`config.mk`:
```
export PLATFORM = sky130hd
export DESIGN_NAME = register_pipe_flat
export DESIGN_NICKNAME = d
export VERILOG_FILES = /design/src/rtl/register_pkg.sv /design/src/rtl/register_pipe_if.sv /design/src/rtl/register_stage.sv /design/src/rtl/register_pipe.sv /design/src/flat_wrapper.sv
export SDC_FILE = /design/constraint.sdc
export NUM_CORES = 1
export LEC_CHECK = 0
export BUFFER_PORTS_ARGS = -buffer_cell sky130_fd_sc_hd__buf_2
export CAP_MARGIN = 10
export CORE_UTILIZATION = 50
export DETAILED_ROUTE_END_ITERATION = 12
export PLACE_DENSITY = 0.78
export SYNTH_ARGS = -nofsm -noshare
export SYNTH_HDL_FRONTEND = slang
export SYNTH_HIERARCHICAL = 1
export SYNTH_SLANG_ARGS = --single-unit
```
`constraint.sdc`:
```
create_clock -name clock_i -period 2.5 [get_ports clock_i]
set_input_delay 0.375 -clock clock_i [delete_from_list [all_inputs] [get_ports clock_i]]
set_output_delay 0.375 -clock clock_i [all_outputs]
set_load 0.02 [all_outputs]
```
`src/rtl/register_pkg.sv`:
```
// Shared helpers for the register pipe: occupancy width, stage record type
// and the transfer classification used by the occupancy counter.
`ifndef REGISTER_PKG_SV
`define REGISTER_PKG_SV

// Stage record {valid, data}; W is the data width in bits.
`define REGISTER_STAGE_REC(W) struct packed { logic valid; logic [(W)-1:0] data; }

package register_pkg;

    localparam int DEFAULT_NB_BITS   = 32;
    localparam int DEFAULT_NB_STAGES = 3;

    // Bits needed to count 0..n valid stages.
    function automatic int occ_width(input int n);
        return $clog2(n + 1);
    endfunction

    // Encoded as {input accept, output transfer}.
    typedef enum logic [1:0] {
        XFER_NONE = 2'b00,
        XFER_OUT  = 2'b01,
        XFER_IN   = 2'b10,
        XFER_BOTH = 2'b11
    } xfer_e;

endpackage

`endif

```
`src/rtl/register_pipe_if.sv`:
```
// Producer/consumer handshake bundle of the register pipe; master drives the
// pipe inputs, slave is the pipe itself.
interface register_pipe_if #(
    parameter int nb_bits   = 32,
    parameter int nb_stages = 3
) ();

    localparam int OCC_W = register_pkg::occ_width(nb_stages);

    logic [nb_bits-1:0] data_i;
    logic               valid_i;
    logic               ready_o;
    logic               flush_i;
    logic [nb_bits-1:0] data_o;
    logic               valid_o;
    logic               ready_i;
    logic [OCC_W-1:0]   occupancy_o;

    modport master (
        output data_i,
        output valid_i,
        output flush_i,
        output ready_i,
        input  ready_o,
        input  data_o,
        input  valid_o,
        input  occupancy_o
    );

    modport slave (
        input  data_i,
        input  valid_i,
        input  flush_i,
        input  ready_i,
        output ready_o,
        output data_o,
        output valid_o,
        output occupancy_o
    );

endinterface

```
`src/rtl/register_stage.sv`:
```
// One pipeline slot: loads {valid, data} when enabled; clear drops the valid
// bit only and wins over a load in the same cycle.
module register_stage #(
    parameter int nb_bits = 32
) (
    input  logic               clock_i,
    input  logic               resetb_i,
    input  logic               enable_i,
    input  logic               clear_i,
    input  logic               valid_i,
    input  logic [nb_bits-1:0] data_i,
    output logic               valid_o,
    output logic [nb_bits-1:0] data_o
);

    logic               valid_reg;
    logic [nb_bits-1:0] data_reg;

    always_ff @(posedge clock_i or negedge resetb_i) begin
        if (!resetb_i) begin
            valid_reg <= 1'b0;
        end else if (clear_i) begin
            valid_reg <= 1'b0;
        end else if (enable_i) begin
            valid_reg <= valid_i;
        end
    end

    // Data is frozen on clear so a flushed beat never overwrites the slot.
    always_ff @(posedge clock_i or negedge resetb_i) begin
        if (!resetb_i) begin
            data_reg <= '0;
        end else if (enable_i && !clear_i) begin
            data_reg <= data_i;
        end
    end

    assign valid_o = valid_reg;
    assign data_o  = data_reg;

endmodule

```
`src/rtl/register_pipe.sv`:
```
// Multi-stage valid/ready pipeline register with bubble collapsing,
// back-pressure, synchronous flush and a registered occupancy count.
module register_pipe
    import register_pkg::*;
#(
    parameter int nb_bits   = DEFAULT_NB_BITS,
    parameter int nb_stages = DEFAULT_NB_STAGES
) (
    input  logic          clock_i,
    input  logic          resetb_i,
    register_pipe_if.slave bus
);

    localparam int LAST  = nb_stages - 1;
    localparam int OCC_W = occ_width(nb_stages);

    typedef `REGISTER_STAGE_REC(nb_bits) stage_t;

    stage_t             stage_in  [nb_stages];
    stage_t             stage_out [nb_stages];
    logic [nb_stages-1:0] stage_valid;
    logic [nb_bits-1:0] stage_data [nb_stages];
    logic [nb_stages-1:0] adv;

    logic               accept;
    logic               transfer;
    xfer_e              xfer;
    logic [OCC_W-1:0]   count_reg;
    logic [OCC_W-1:0]   count_next;

    // A stage moves when it is empty or its successor moves, so bubbles fill
    // even while the output is stalled.
    always_comb begin
        adv       = '0;
        adv[LAST] = !stage_valid[LAST] || bus.ready_i;
        for (int k = LAST - 1; k >= 0; k--) begin
            adv[k] = !stage_valid[k] || adv[k+1];
        end
    end

    genvar gi;
    generate
        for (gi = 0; gi < nb_stages; gi++) begin : g_stage
            if (gi == 0) begin : g_head
                assign stage_in[gi] = {bus.valid_i, bus.data_i};
            end else begin : g_body
                assign stage_in[gi] = stage_out[gi-1];
            end

            register_stage #(
                .nb_bits (nb_bits)
            ) u_stage (
                .clock_i  (clock_i),
                .resetb_i (resetb_i),
                .enable_i (adv[gi]),
                .clear_i  (bus.flush_i),
                .valid_i  (stage_in[gi].valid),
                .data_i   (stage_in[gi].data),
                .valid_o  (stage_valid[gi]),
                .data_o   (stage_data[gi])
            );

            assign stage_out[gi] = {stage_valid[gi], stage_data[gi]};
        end
    endgenerate

    assign accept   = bus.valid_i && adv[0];
    assign transfer = stage_out[LAST].valid && bus.ready_i;
    assign xfer     = xfer_e'({accept, transfer});

    always_comb begin
        count_next = count_reg;
        if (bus.flush_i) begin
            count_next = '0;
        end else begin
            unique case (xfer)
                XFER_IN:  count_next = count_reg + OCC_W'(1);
                XFER_OUT: count_next = count_reg - OCC_W'(1);
                default:  count_next = count_reg;
            endcase
        end
    end

    always_ff @(posedge clock_i or negedge resetb_i) begin
        if (!resetb_i) begin
            count_reg <= '0;
        end else begin
            count_reg <= count_next;
        end
    end

    assign bus.ready_o     = adv[0];
    assign bus.valid_o     = stage_out[LAST].valid;
    assign bus.data_o      = stage_out[LAST].data;
    assign bus.occupancy_o = count_reg;

endmodule

```
`src/flat_wrapper.sv`:
```
// flat-port wrapper written by rule: the top's interface ports become plain ports
module register_pipe_flat import register_pkg::*;
#(
    parameter int nb_bits   = DEFAULT_NB_BITS,
    parameter int nb_stages = DEFAULT_NB_STAGES
)
  (clock_i, resetb_i, bus_data_i, bus_valid_i, bus_flush_i, bus_ready_i, bus_ready_o, bus_data_o, bus_valid_o, bus_occupancy_o);
  register_pipe_if #(.nb_bits(nb_bits), .nb_stages(nb_stages)) bus_i ();
  input  logic clock_i;
  input  logic resetb_i;
  input wire logic [$bits(bus_i.data_i)-1:0] bus_data_i;
  input wire logic [$bits(bus_i.valid_i)-1:0] bus_valid_i;
  input wire logic [$bits(bus_i.flush_i)-1:0] bus_flush_i;
  input wire logic [$bits(bus_i.ready_i)-1:0] bus_ready_i;
  output wire logic [$bits(bus_i.ready_o)-1:0] bus_ready_o;
  output wire logic [$bits(bus_i.data_o)-1:0] bus_data_o;
  output wire logic [$bits(bus_i.valid_o)-1:0] bus_valid_o;
  output wire logic [$bits(bus_i.occupancy_o)-1:0] bus_occupancy_o;
  assign bus_i.data_i = bus_data_i;
  assign bus_i.valid_i = bus_valid_i;
  assign bus_i.flush_i = bus_flush_i;
  assign bus_i.ready_i = bus_ready_i;
  assign bus_ready_o = bus_i.ready_o;
  assign bus_data_o = bus_i.data_o;
  assign bus_valid_o = bus_i.valid_o;
  assign bus_occupancy_o = bus_i.occupancy_o;
  register_pipe #(.nb_bits(nb_bits), .nb_stages(nb_stages)) u_core (.clock_i(clock_i), .resetb_i(resetb_i), .bus(bus_i));
endmodule
```
==> results by group <==
Worst setup path
  – CP Max Fanout: 18
  – Slowest cell on the critical path: dfrtp_1
  – Worst setup EP type: flip-flop
  – Slowest Stage Delay on Critical Path: 0.44 ns
  – Bufs and invs on worst path: 1
  – CP required: 2.75 ns
  – CP cell instances: and2b_2 > nand3_1 > nor2b_4 > buf_12 > mux2_2
  – Startpoint Class: flip-flop
  – Worst Path Arrival: 2.15 ns
  – Worst reg2reg startpoint: u_core/g_stage[2].u_stage/valid_o
  – Critical path type: flip-flop to flip-flop
  – Critical Path Start: u_core/g_stage[2].u_stage/valid_o
  – Delay-heaviest family, CP: simple AND/OR/NAND/NOR gates

Synthesis
  – Post-synth top area cell: dfrtp_1
  – Seq/Total Area, Yosys: 0.582
  – Synth warn: 6
  – Distinct cell type count after synthesis: 19
  – Synth top area share: 0.582
  – Post-Syn Instances: 234
  – Synthesized net count: 271
  – Avg Inst Size Synth: 18.5 um2
  – Largest cells by area after synthesis: dfrtp_1, mux2_4, buf_12
  – FF+latch count, synth: 101
  – Mapped cell area: 0.00434 mm2

GRT
  – Vias in the first global route: 2,142
  – Pin count of the biggest net entering global routing: 74
  – Met1 Use GR: 0.239
  – GRT overflow: 0
  – First-pass GRT wire length: 11,200 um
  – Initial antenna violation count: 0
  – GRT Total Usage: 0.169
  – Gr busiest metal: met2
  – Met3 Usage GRT: 0.0335
  – GRT met2 Usage: 0.247

Floorplanning
  – Io pins: 73
  – Initial Utilization: 0.523
  – Row Count: 33
  – Die Wd: 95.2 um
  – Die ar.: 0.00906 mm2
  – Core ar.: 0.00830 mm2
  – Die height: 95.2 um

Route
  – DRC: 0
  – Routed Antenna Nets: 0
  – Routed vias: 2,052
  – Vias per cell: 4.86
  – First-pass DRT Iterations: 3
  – WL final: 6970 um
  – Initial drt markers: 38
  – Routed WL per cell: 16.5 um

Pwr
  – Leak: 2.49 nW
  – Maximum vdd ir drop: 341 uV
  – Pwr/cell area: 781 mW/mm2

Clocking
  – Later-pin clock latency in the skew report: 0.37 ns
  – Post-CTS setup buffers: 0
  – CTS max path bufs: 2
  – Root Buffer: clkbuf_8
  – TritonCTS Buffers: 9
  – H-tree levels: 3
  – Clk sinks: 101
  – CTS tree: yes
  – Worst-path clk slew: 0.09 ns

Status
  – Run status: completed

Finish
  – Final Util: 0.592
  – Final Cell Area: 0.00492 mm2
  – Final net count: 350
  – Synth-to-Final Area Change: 13.3%
  – Antenna cells: 0
  – Share of layout cells above drive strength 1: 0.615

Timing
  – Final Skew: 0.0101 ns
  – Fin. Hold Viols: 0
  – Fmax: 526 MHz
  – Min Hold Slack: 0.234 ns
  – Max_slew headroom: 0.745
  – Count of pins over their slew limit: 0
  – Setup TNS: 0 ns
  – Crit path time final: 1.90 ns
  – Slew @ Worst Pin: 0.383 ns
  – Final setup vio count: 0
  – Part of the cycle the worst path needs: 0.760
  – RSZ-0062 raised after global routing: false

Min path
  – Hold path start: bus_data_i[2]
  – Hold WC Path Type: input pin to flip-flop

Placed design
  – DP Wirelength: 4710 um
  – Placer Congestion: 0.691
  – PortBufs: 72
  – Placed cell area: 0.00471 mm2

Job
  – Max-cap viol count: 0
synth_stat cells:
library cell and n:
mux2i_1 3, a21oi_1 1, buf_6 3, nand2_1 3
nor2b_1 1, mux2_1 1, xnor2_1 1, nor3_2 1
nor2_1 5, nor2b_4 3, a31oi_1 2, buf_12 9
dfrtp_1 101, inv_1 1, mux2_2 6, nand3_1 1
mux2_4 90, a21o_1 1, and2b_2 1
final cells by class:
class                   instances  area (um2)
fillers                       656        3380
flip-flops and latches        101        2530
multi-input cells             120        1600
repair buffers                 80         463
well taps                     105         131
clock buffers                   9         124
clock inverters                 6        72.6
inverters                       1        3.75
cells in the final DEF (no fill, tap or decap), types with 5 or more instances in the layout:
| master | instances |
|---|---|
| nor2_1 | 5 |
| mux2_2 | 6 |
| mux2_4 | 90 |
| clkbuf_8 | 9 |
| buf_2 | 71 |
| dfrtp_1 | 101 |
| buf_4 | 5 |
stage by stage:
stage	setup WS, ns	total power, mW	instances
detailed placement	0.538	2.85	406
CTS	0.580	3.89	422
global route	0.493	4.03	422
finish	0.600	3.84	422
global placement	0.560	2.82	406
floorplan	0.654	2.61	234
sequential cells by signal (all words and copies together), names as in the netlist:
name and cells:
u_core/bus.occupancy_o 2, u_core/g_stage.u_stage/data_o 96, u_core/g_stage.u_stage/valid_o 3
power by group:
part	switching, mW	internal (mW)
logic	0.339	0.445
clock network	0.566	0.467
registers	0.146	1.87
total	1.05	2.79
final timing paths:
path / to / slack, ns / depth (start not counted)
worst max-delay path: u_core/g_stage[0].u_stage/data_o[27] / 0.60 / 5
worst min-delay path: u_core/g_stage[0].u_stage/data_o[2] / 0.23 / 2
worst max register to register: u_core/g_stage[0].u_stage/data_o[27] / 0.60 / 5
worst min register to register: u_core/g_stage[2].u_stage/data_o[12] / 0.51 / 1
max in group asynchronous: u_core/g_stage[1].u_stage/data_o[15] / 1.32 / 3
min in group asynchronous: u_core/g_stage[2].u_stage/data_o[13] / 0.48 / 2
layer usage:
layer / share of wire / wire [um] / up-vias
li1: - / - / 971
met2: 0.45 / 3170 / 41
met1: 0.49 / 3420 / 1029
met4: 0.019 / 133 / 0
met3: 0.036 / 251 / 11
met5: 0 / 0 / -
timing repair:
| action | in CTS | in global routing |
|---|---|---|
| endpoints found under the hold margin | 28 | 0 |
| hold buffers | 1 | 0 |
| resized for setup | 0 | 0 |
logic make-up after synthesis:
kind of cell | synth area share
simple gates | 0.0234
flops | 0.582
compound gates | 0.00576
xor+xnor | 0.00202
buf+inv | 0.0502
mux | 0.336
Note: power is estimated with default switching activity, not from simulation.
